### config.mk
export PLATFORM = sky130hd
export DESIGN_NAME = sfx_sweep_engine
export DESIGN_NICKNAME = d
export VERILOG_FILES = /design/src/rtl/sfx_pkg.sv /design/src/rtl/sfx_voice.sv /design/src/rtl/sfx_sweep_engine.sv
export SDC_FILE = /design/constraint.sdc
export NUM_CORES = 1
export LEC_CHECK = 0
export CAP_MARGIN = 10
export CORE_ASPECT_RATIO = 2
export CORE_MARGIN = 3
export CORE_UTILIZATION = 65
export DETAILED_ROUTE_END_ITERATION = 16
export GPL_ROUTABILITY_DRIVEN = 0
export PLACE_DENSITY = 0.87
export SLEW_MARGIN = 25
export SYNTH_ARGS = -nofsm -noshare
export SYNTH_HDL_FRONTEND = slang
export SYNTH_SLANG_ARGS = --single-unit
### constraint.sdc
create_clock -name CLK100MHZ -period 9.15 [get_ports CLK100MHZ]
set_input_delay 1.83 -clock CLK100MHZ [delete_from_list [all_inputs] [get_ports CLK100MHZ]]
set_output_delay 1.83 -clock CLK100MHZ [all_outputs]
set_load 0.01 [all_outputs]
### src/rtl/sfx_pkg.sv
// Shared constants, voice state encoding and the saturating sweep step for sfx_sweep_engine.
package sfx_pkg;

  localparam int MIN_PERIOD   = 2;
  localparam int DEF_NUM_CH   = 4;
  localparam int DEF_PER_W    = 24;
  localparam int DEF_STEP_W   = 16;
  localparam int DEF_LEN_W    = 8;
  localparam int DEF_VOL_W    = 4;

  typedef enum logic {VOICE_IDLE, VOICE_PLAY} voice_state_e;

  // One extra bit of headroom so neither direction can wrap before clamping.
  function automatic logic [31:0] sat_step(input logic [31:0] cur,
                                           input logic [31:0] step,
                                           input logic        dir,
                                           input int unsigned per_w = DEF_PER_W);
    logic [32:0] wide;
    logic [32:0] lim;
    lim = (33'd1 << per_w) - 33'd1;
    if (dir) begin
      wide = {1'b0, cur} - {1'b0, step};
      if (wide[32] || (wide < 33'(MIN_PERIOD))) wide = 33'(MIN_PERIOD);
    end else begin
      wide = {1'b0, cur} + {1'b0, step};
      if (wide > lim) wide = lim;
    end
    return wide[31:0];
  endfunction

endpackage

### src/rtl/sfx_voice.sv
// One sweep-tone voice: trig edge detect, IDLE/PLAY FSM, half-period counter and square wave.
module sfx_voice
  import sfx_pkg::*;
#(
  parameter int PER_W  = DEF_PER_W,
  parameter int STEP_W = DEF_STEP_W,
  parameter int LEN_W  = DEF_LEN_W
) (
  input  logic              clk,
  input  logic              rst_n,
  input  logic              trig,
  input  logic [PER_W-1:0]  cfg_period,
  input  logic [STEP_W-1:0] cfg_step,
  input  logic              cfg_dir,
  input  logic [LEN_W-1:0]  cfg_len,
  output logic              busy,
  output logic              wave
);

  voice_state_e      state;
  logic              trig_q;
  logic              armed;
  logic [PER_W-1:0]  cur;
  logic [PER_W-1:0]  cnt;
  logic [LEN_W-1:0]  rem;
  logic [STEP_W-1:0] step;
  logic              dir;
  logic              start;
  logic [31:0]       nxt_cur;

  // armed only sets after trig is seen low, so a trig held through reset needs a fresh edge
  assign start   = trig & ~trig_q & armed & (cfg_len != '0);
  assign nxt_cur = sat_step(32'(cur), 32'(step), dir, PER_W);

  always_ff @(posedge clk) begin
    if (!rst_n) begin
      state  <= VOICE_IDLE;
      trig_q <= 1'b0;
      armed  <= 1'b0;
      busy   <= 1'b0;
      wave   <= 1'b0;
      cur    <= '0;
      cnt    <= '0;
      rem    <= '0;
      step   <= '0;
      dir    <= 1'b0;
    end else begin
      trig_q <= trig;
      if (!trig) armed <= 1'b1;
      if (start) begin
        state <= VOICE_PLAY;
        busy  <= 1'b1;
        wave  <= 1'b0;
        cur   <= (cfg_period < PER_W'(MIN_PERIOD)) ? PER_W'(MIN_PERIOD) : cfg_period;
        cnt   <= '0;
        rem   <= cfg_len;
        step  <= cfg_step;
        dir   <= cfg_dir;
      end else begin
        case (state)
          VOICE_IDLE: ;
          VOICE_PLAY: begin
            if (cnt == cur - PER_W'(1)) begin
              cnt <= '0;
              cur <= nxt_cur[PER_W-1:0];
              if (rem == LEN_W'(1)) begin
                state <= VOICE_IDLE;
                busy  <= 1'b0;
                wave  <= 1'b0;
                rem   <= '0;
              end else begin
                wave <= ~wave;
                rem  <= rem - LEN_W'(1);
              end
            end else begin
              cnt <= cnt + PER_W'(1);
            end
          end
          default: state <= VOICE_IDLE;
        endcase
      end
    end
  end

endmodule

### src/rtl/sfx_sweep_engine.sv
// Multi-voice sweep-tone generator: NUM_CH voices, mixer and first-order delta-sigma output.
// Define SFX_PRIORITY_EN for exclusive mode (only the highest busy voice is heard).
module sfx_sweep_engine
  import sfx_pkg::*;
#(
  parameter int NUM_CH = DEF_NUM_CH,
  parameter int PER_W  = DEF_PER_W,
  parameter int STEP_W = DEF_STEP_W,
  parameter int LEN_W  = DEF_LEN_W,
  parameter int VOL_W  = DEF_VOL_W
) (
  input  logic                     CLK100MHZ,
  input  logic                     CPU_RESETN,
  input  logic [NUM_CH-1:0]        trig,
  input  logic [NUM_CH*PER_W-1:0]  cfg_period,
  input  logic [NUM_CH*STEP_W-1:0] cfg_step,
  input  logic [NUM_CH-1:0]        cfg_dir,
  input  logic [NUM_CH*LEN_W-1:0]  cfg_len,
  input  logic [VOL_W-1:0]         volume,
  output logic [NUM_CH-1:0]        busy,
  output logic                     audio_out
);

  localparam int VOL_MAX = (1 << VOL_W) - 1;
  localparam int MIX_MAX = NUM_CH * VOL_MAX;
  localparam int ACC_W   = $clog2(2 * MIX_MAX + 1);

  logic [NUM_CH-1:0] wave;
  logic [ACC_W-1:0]  level;
  logic [ACC_W-1:0]  acc;
  logic [ACC_W-1:0]  sum;

  for (genvar g = 0; g < NUM_CH; g++) begin : g_voice
    sfx_voice #(
      .PER_W (PER_W),
      .STEP_W(STEP_W),
      .LEN_W (LEN_W)
    ) u_voice (
      .clk       (CLK100MHZ),
      .rst_n     (CPU_RESETN),
      .trig      (trig[g]),
      .cfg_period(cfg_period[g*PER_W +: PER_W]),
      .cfg_step  (cfg_step[g*STEP_W +: STEP_W]),
      .cfg_dir   (cfg_dir[g]),
      .cfg_len   (cfg_len[g*LEN_W +: LEN_W]),
      .busy      (busy[g]),
      .wave      (wave[g])
    );
  end

`ifdef SFX_PRIORITY_EN
  localparam int FULL = VOL_MAX;
  logic top_wave;

  always_comb begin
    top_wave = 1'b0;
    for (int i = 0; i < NUM_CH; i++) begin
      if (busy[i]) top_wave = wave[i];
    end
    level = top_wave ? ACC_W'(volume) : '0;
  end
`else
  localparam int FULL = MIX_MAX;
  logic [ACC_W-1:0] active;

  always_comb begin
    active = '0;
    for (int i = 0; i < NUM_CH; i++) begin
      active = active + ACC_W'(wave[i] & busy[i]);
    end
    level = active * ACC_W'(volume);
  end
`endif

  // acc < FULL and level <= FULL, so ACC_W holds the sum without overflow
  assign sum = acc + level;

  always_ff @(posedge CLK100MHZ) begin
    if (!CPU_RESETN) begin
      acc       <= '0;
      audio_out <= 1'b0;
    end else if (sum >= ACC_W'(FULL)) begin
      acc       <= sum - ACC_W'(FULL);
      audio_out <= 1'b1;
    end else begin
      acc       <= sum;
      audio_out <= 1'b0;
    end
  end

endmodule

==> metrics, run 1 <==
synth unique cells=between 90 and 100; slowest cell delay on critical path=0.53 ns; total die area=45430 µm²; Clk pwr share=33.4%; clk_lat worst skew=0.59 ns; CP endpoint kind=flip-flop; final hold slack=between 0.4 and 0.5 ns; Syn Inst Count=approximately 3.8k; setup slack, reg-to-reg=4.02 ns; vias per std cell=6.796; Startpoint Class=input pin; reg-to-reg startpoint=g_voice[1].u_voice.cur[1]; Die H=a little under 300 µm; GRT Residual Overflow=0; critical path fanouts, max=5; Num CTS Buffers=31; Die X=152.2 µm; Logic pwr share=30.8%; maximum vdd drop=about 0.00017 V; top-count cell post-synth=nand2_1; switching power=between 0.001 and 0.0015 W; filler instances=around 3.4k; cell row count=106; hold depth=2; maximum clock path buffer count=3; synthesized flop and latch total=320; cts hold-fix bufs=0; layout cells sized above 1=~3.6%; global-route wire length before repair=146600 µm; fin crit share=57.00%; Internal=0.002770 W; HP Start=g_voice[3].u_voice.dir; WL met2=45240 µm; DP Wirelength=69130 µm; Sum Neg Setup Slack=0 ns; Worst Skew=about 0.014 ns; vias post-DR=29.98k; clk slew on worst S/H paths=0.06 ns; wire length per cell=~21 µm; Post-synth EDFFs=0; Critical Path AT=5.67 ns; final hold violation count=0; Synth area leader=dfxtp_1; Cell Chain, Critical Path=clkdlybuf4s50_1, nand2_1, fa_1, inv_1, ha_1, fa_1, ha_1, a21oi_1, nor2_1, nor2_1, xnor2_1, nand3_1, o31ai_1, a21o_1, nand2_1, xor2_1, nor2_1; Sw Share=34.84%; syn nets=about 4.2k; initial antenna violation count=5; Clock Tree Root=clkbuf_16; Metal-1 WL=between 30000 and 40000 µm; Pins Over Slew Limit=0; setup bufs post-CTS=0; DRT iter0 DRCs=between 2k and 3k; Crit Path Class=in2reg; R2R Path End=g_voice[1].u_voice.cur[1]; MaxCap Viol Count=0; RSZ-0062 raised after global routing=no; Critical Path Slowest Stage Cell=fa_1; hold endpoint=g_voice[3].u_voice.dir; top cells by count, synth=422 x nand2_1, 360 x nor2_1, 320 x dfxtp_1; Leakage Power=12.00 nW; GRT Resource Usage Total=around 39%; drt total wl=92810 µm; met3 WL=8082 µm; Core Box Area=between 40000 and 50000 µm²; cell mode on critical path=nor2_1; Worst slew margin=26.62%; Post-CTS Resized=0; YS warnings=0; Synth Cell Area=27800 µm²; Pre-antenna DRT Iters=8; Synth area leaders=dfxtp_1 23%, ha_1 7.2%, xnor2_1 6.7%; DR top layer=met5; sequential area share after synthesis=23.05%; CTS tree=yes; Buffers on Ports=210; Sequential Power Share=35.9%; outcome=complete, no violations; post-synth top area share=23.05%; Initial Util=between 60% and 70%; async set-reset flop share out of synthesis=0%; DRT antenna net count=0; Final WS setup=slightly below 4 ns; Setup-failing EPs final=0; Clock Sink Count=320; Finished Layout Cells=approximately 4.4k; Final #Nets=4227; Reg2Reg Depth=13; number of top-level pins=211; placed cells=roughly 4.4k; vias in the first global route=28.95k; synthesis-to-layout area growth=11.13%; largest net degree at the start of global routing=77; final core area utilization=roughly three quarters; post-route minimum period=5.215 ns; H-tree depth=1; synthesized area per cell=7.275 µm²; post-place setup slack=3.348 ns; pwr dens=137.6 nW/µm²; hold crit path type=reg2reg; FMAX=0.1917 GHz; Worst-Margin Slew=1.073 ns; CP required=9.60 ns; Primary FF master, synth=dfxtp_1; # DRC=0
## per-stage QoR
step,total power [W],area [µm²]
5_1_grt,0.004408,30890
3_5_place_dp,0.002803,29800
2_1_floorplan,0.002423,27800
3_3_place_gp,0.002784,29800
4_1_cts,0.004203,30880
6_report,0.004251,30890
## power by group through the flow
| stage | Sequential [W] | Combinational, W | Clock (W) |
|---|---|---|---|
| after CTS | 0.00152 | 0.00126 | 0.00142 |
| after global routing | 0.00153 | 0.00141 | 0.00147 |
| after detailed placement | 0.00155 | 0.00125 | 0 |
| after global placement | 0.00155 | 0.00124 | 0 |
| final | 0.00152 | 0.00131 | 0.00142 |
| after floorplan | 0.00150 | 0.000922 | 0 |
## worst max-delay path, delay by kind of cell
family,cells,cell delay [ns]
buf+inv,2,0.55
fa+ha+maj,4,1.66
simple gates,6,0.55
compound gates,3,0.62
xor+xnor,2,0.46
## sequential cells by signal, summed over array words and instances, names as in the netlist
register and count:
g_voice.u_voice.busy 4, g_voice.u_voice.step 64, g_voice.u_voice.armed 4, g_voice.u_voice.cur 96, g_voice.u_voice.trig_q 4, g_voice.u_voice.state 4, g_voice.u_voice.rem 32, g_voice.u_voice.cnt 96
audio_out 1, g_voice.u_voice.dir 4, g_voice.u_voice.wave 4, acc 7
## kinds of logic (layout without fill, tap and decap cells)
| group | count (synthesis) | after routing | synth area share [%] |
|---|---|---|---|
| fa+ha+maj | 176 | 176 | 8.327 |
| flops | 320 | 320 | 23.05 |
| compound gates | 944 | 944 | 22.13 |
| simple gates | 1578 | 1578 | 28.34 |
| buf+inv | 414 | 461 | 5.743 |
| xor+xnor | 356 | 356 | 11.22 |
| other cells | 0 | 3 | 0 |
| mux | 33 | 33 | 1.202 |
## final cells by class
type                    count  area, µm²  area share [%]
well taps                 540      675.6           2.187
repair buffers            233       2272           7.355
flip-flops and latches    320       6406           20.74
clock inverters            14      225.2          0.7290
diodes                      3      7.507         0.02430
clock buffers              42      857.1           2.774
inverters                 172      648.1           2.098
multi-input cells        3087      19800           64.09
## worst max path at each step
stage,startpoint,endpoint,slack [ns],cells past startpoint
floorplan,volume[1],acc[4],4.19,16
global placement,volume[1],acc[4],3.45,17
detailed placement,volume[1],acc[4],3.35,17
CTS,volume[1],acc[4],3.95,17
global route,volume[1],acc[4],3.69,17
finish,volume[1],acc[4],3.93,17
## layer usage
layer	GRT usage, %	up-vias
met5	0	-
met1	39.82	13740
li1	-	13760
met4	29.72	6
met2	69.36	1847
met3	6.072	632
## cell usage in the layout, fill, tap and decap left out, types with 46 or more instances in the layout
master           synthesis  layout
dfxtp_1                320     320
a21oi_1                284     284
nor3_1                 140     140
and2_1                  46      46
nor4_1                  78      78
a31oi_1                 50      50
clkdlybuf4s50_1          0     209
xnor2_1                213     213
xor2_1                 143     143
inv_1                  168     167
o21ai_0                201     201
nand3_1                129     129
ha_1                   161     161
nand4_1                 67      67
nand2b_1                54      54
and3_1                  54      53
nand2_1                422     422
nor2_1                 360     360
Note: power is estimated with default switching activity, not from simulation.
==> inputs of run 2 (changes only) <==
--- a/config.mk
+++ b/config.mk
@@ -8,10 +8,10 @@
 export CAP_MARGIN = 10
 export CORE_ASPECT_RATIO = 2
 export CORE_MARGIN = 3
-export CORE_UTILIZATION = 65
+export CORE_UTILIZATION = 55
 export DETAILED_ROUTE_END_ITERATION = 16
 export GPL_ROUTABILITY_DRIVEN = 0
-export PLACE_DENSITY = 0.87
+export PLACE_DENSITY = 0.79
 export SLEW_MARGIN = 25
 export SYNTH_ARGS = -nofsm -noshare
 export SYNTH_HDL_FRONTEND = slang
==> constraint.sdc (replaced) <==
create_clock -name CLK100MHZ -period 4.5 [get_ports CLK100MHZ]
set_input_delay 0.9 -clock CLK100MHZ [delete_from_list [all_inputs] [get_ports CLK100MHZ]]
set_output_delay 0.9 -clock CLK100MHZ [all_outputs]
set_load 0.01 [all_outputs]
==> run 2 against run 1 <==
Compared with the run above:
- the run now ends with negative setup slack left
- critical path type is now reg2reg
- final area increased by 5.1%
- clock power increased by 130%
- largest cell class unchanged
- count of clock-buffer cells in the layout increased by 8
- sequential share of layout area decreased by 0.99 points
- register-to-register slack got worse by 4.2 ns
==> metrics, run 2 (synthesized netlist as in run 1, its figures left out) <==
outcome=complete, but fails checks; failing checks=negative setup slack; maximum clock path buffer count=3; CP endpoint kind=flip-flop; wire length per cell=21.64 µm; area of the multi-input gates=19980 µm²; GRT Residual Overflow=0; final core area utilization=65.38%; Pins Over Slew Limit=0; final hold slack=around 0.45 ns; CP required=4.94 ns; final hold violation count=0; vias per std cell=6.524; Setup-failing EPs final=4; cell row count=roughly 120; register area=6410 µm²; initial antenna violation count=12; maximum vdd drop=0.0002767 V; power consumption=0.009150 W; pwr dens=281.9 nW/µm²; fin crit share=103.3%; hold crit path type=reg2reg; Die H=roughly 320 µm; filler instances=4378; critical path fanouts, max=4; Core Box Area=49640 µm²; synthesis-to-layout area growth=16.76%; Startpoint Class=flip-flop; Final WS setup=-0.1502 ns; Clock Tree Root=clkbuf_16; drt total wl=a little over 100000 µm; DRT iter0 DRCs=2960; RSZ-0062 raised after global routing=yes; # DRC=0; Worst slew margin=33.09%; Pre-antenna DRT Iters=9; post-route minimum period=4.650 ns; registers with the most flip-flops=g_voice.u_voice.cnt (96), g_voice.u_voice.cur (96), g_voice.u_voice.step (64); vias post-DR=30.40k; vias in the first global route=30.11k; GRT Resource Usage Total=between 30% and 40%; layout cells sized above 1=roughly 7.8%; Worst-Margin Slew=~1 ns; Buffers on Ports=210; largest net degree at the start of global routing=106; Die X=165.0 µm; clk_lat worst skew=0.57 ns; DP Wirelength=75200 µm; global-route wire length before repair=156200 µm; Clock Sink Count=between 300 and 400; Worst Skew=0.02930 ns; commonest non-fill, non-tap cell in the layout=nand2_1; Initial Util=56.00%; MaxCap Viol Count=0; Critical Path AT=5.09 ns; Placement Cell Area=30910 µm²; H-tree depth=2; commonest cells after routing, fill and taps aside=420 x nand2_1, 360 x nor2_1, 317 x dfxtp_1, 281 x a21oi_1, 212 x xnor2_1; Leakage Power=about 13 nW; CTS tree=yes; Num CTS Buffers=35; Crit Path Class=reg2reg; number of top-level pins=211; DRT antenna net count=0; total die area=53440 µm²; Final #Nets=4362; design area=32460 µm²; FMAX=~0.22 GHz; clk slew on worst S/H paths=0.06 ns
## run 2: path summary, 6_finish.rpt
kind                                               start                       end  slack (ns)  cells after the start
worst min register to register  g_voice[2].u_voice.armed  g_voice[2].u_voice.armed        0.45                      2
worst min-delay path            g_voice[2].u_voice.armed  g_voice[2].u_voice.armed        0.45                      2
worst max-delay path             g_voice[0].u_voice.wave                    acc[4]       -0.15                     20
worst max register to register   g_voice[0].u_voice.wave                    acc[4]       -0.15                     20
## run 2: final cells by class
type	instances	share of cell area, %
antenna	11	0.08481
inverter	172	1.997
clock buffer	50	3.277
clock inverter	13	0.6708
sequential	320	19.75
tap	643	2.479
timing repair buffer	364	10.17
multi-input combinational	3087	61.57
## run 2: layer usage
metal	track usage (%)	up-vias	wire [µm]	part of all wire, %
met5	0	-	27	0.027
met4	30.49	4	10220	10
met3	8.497	679	8464	8.4
met2	63.69	1575	48710	48
met1	36.70	14140	33430	33
li1	-	14010	-	-
## run 2: power breakdown
part | leakage [nW] | total, W | switching [W] | internal [W]
Sequential | 2.60 | 0.00306 | 0.000138 | 0.00292
Combinational | 9.59 | 0.00282 | 0.00165 | 0.00117
Clock | 0.625 | 0.00328 | 0.00133 | 0.00194
## run 2: metrics by stage
stage	TNS (ns)	cells	setup slack, ns
6_report	-0.3603	4660	-0.1502
5_1_grt	-1.086	4651	-0.3228
4_1_cts	-0.1234	4645	-0.08017
3_5_place_dp	-1.286	4580	-0.3203
3_3_place_gp	-0.6300	4580	-0.2058
2_1_floorplan	0	3821	0.009252
## run 2: critical path: stages (launching register included)
cell,delay (ns)
dfxtp_2,0.32
and2_4,0.15
fa_2,0.51
ha_4,0.19
ha_4,0.29
nand2_4,0.05
fa_1,0.57
inv_2,0.07
ha_4,0.23
fa_1,0.53
ha_4,0.24
a21oi_2,0.12
nor2_1,0.05
nor2_1,0.15
xnor2_1,0.17
nand3_1,0.15
o31ai_2,0.24
a21o_1,0.16
nand2_1,0.08
xor2_1,0.19
nor2_1,0.06
## run 2: repair_timing
item	4_1_cts	5_1_grt
hold buffers	0	0
resized for setup	16	23
buffers inserted	2	5
pin swaps	22	6
setup endpoints to repair	6	17
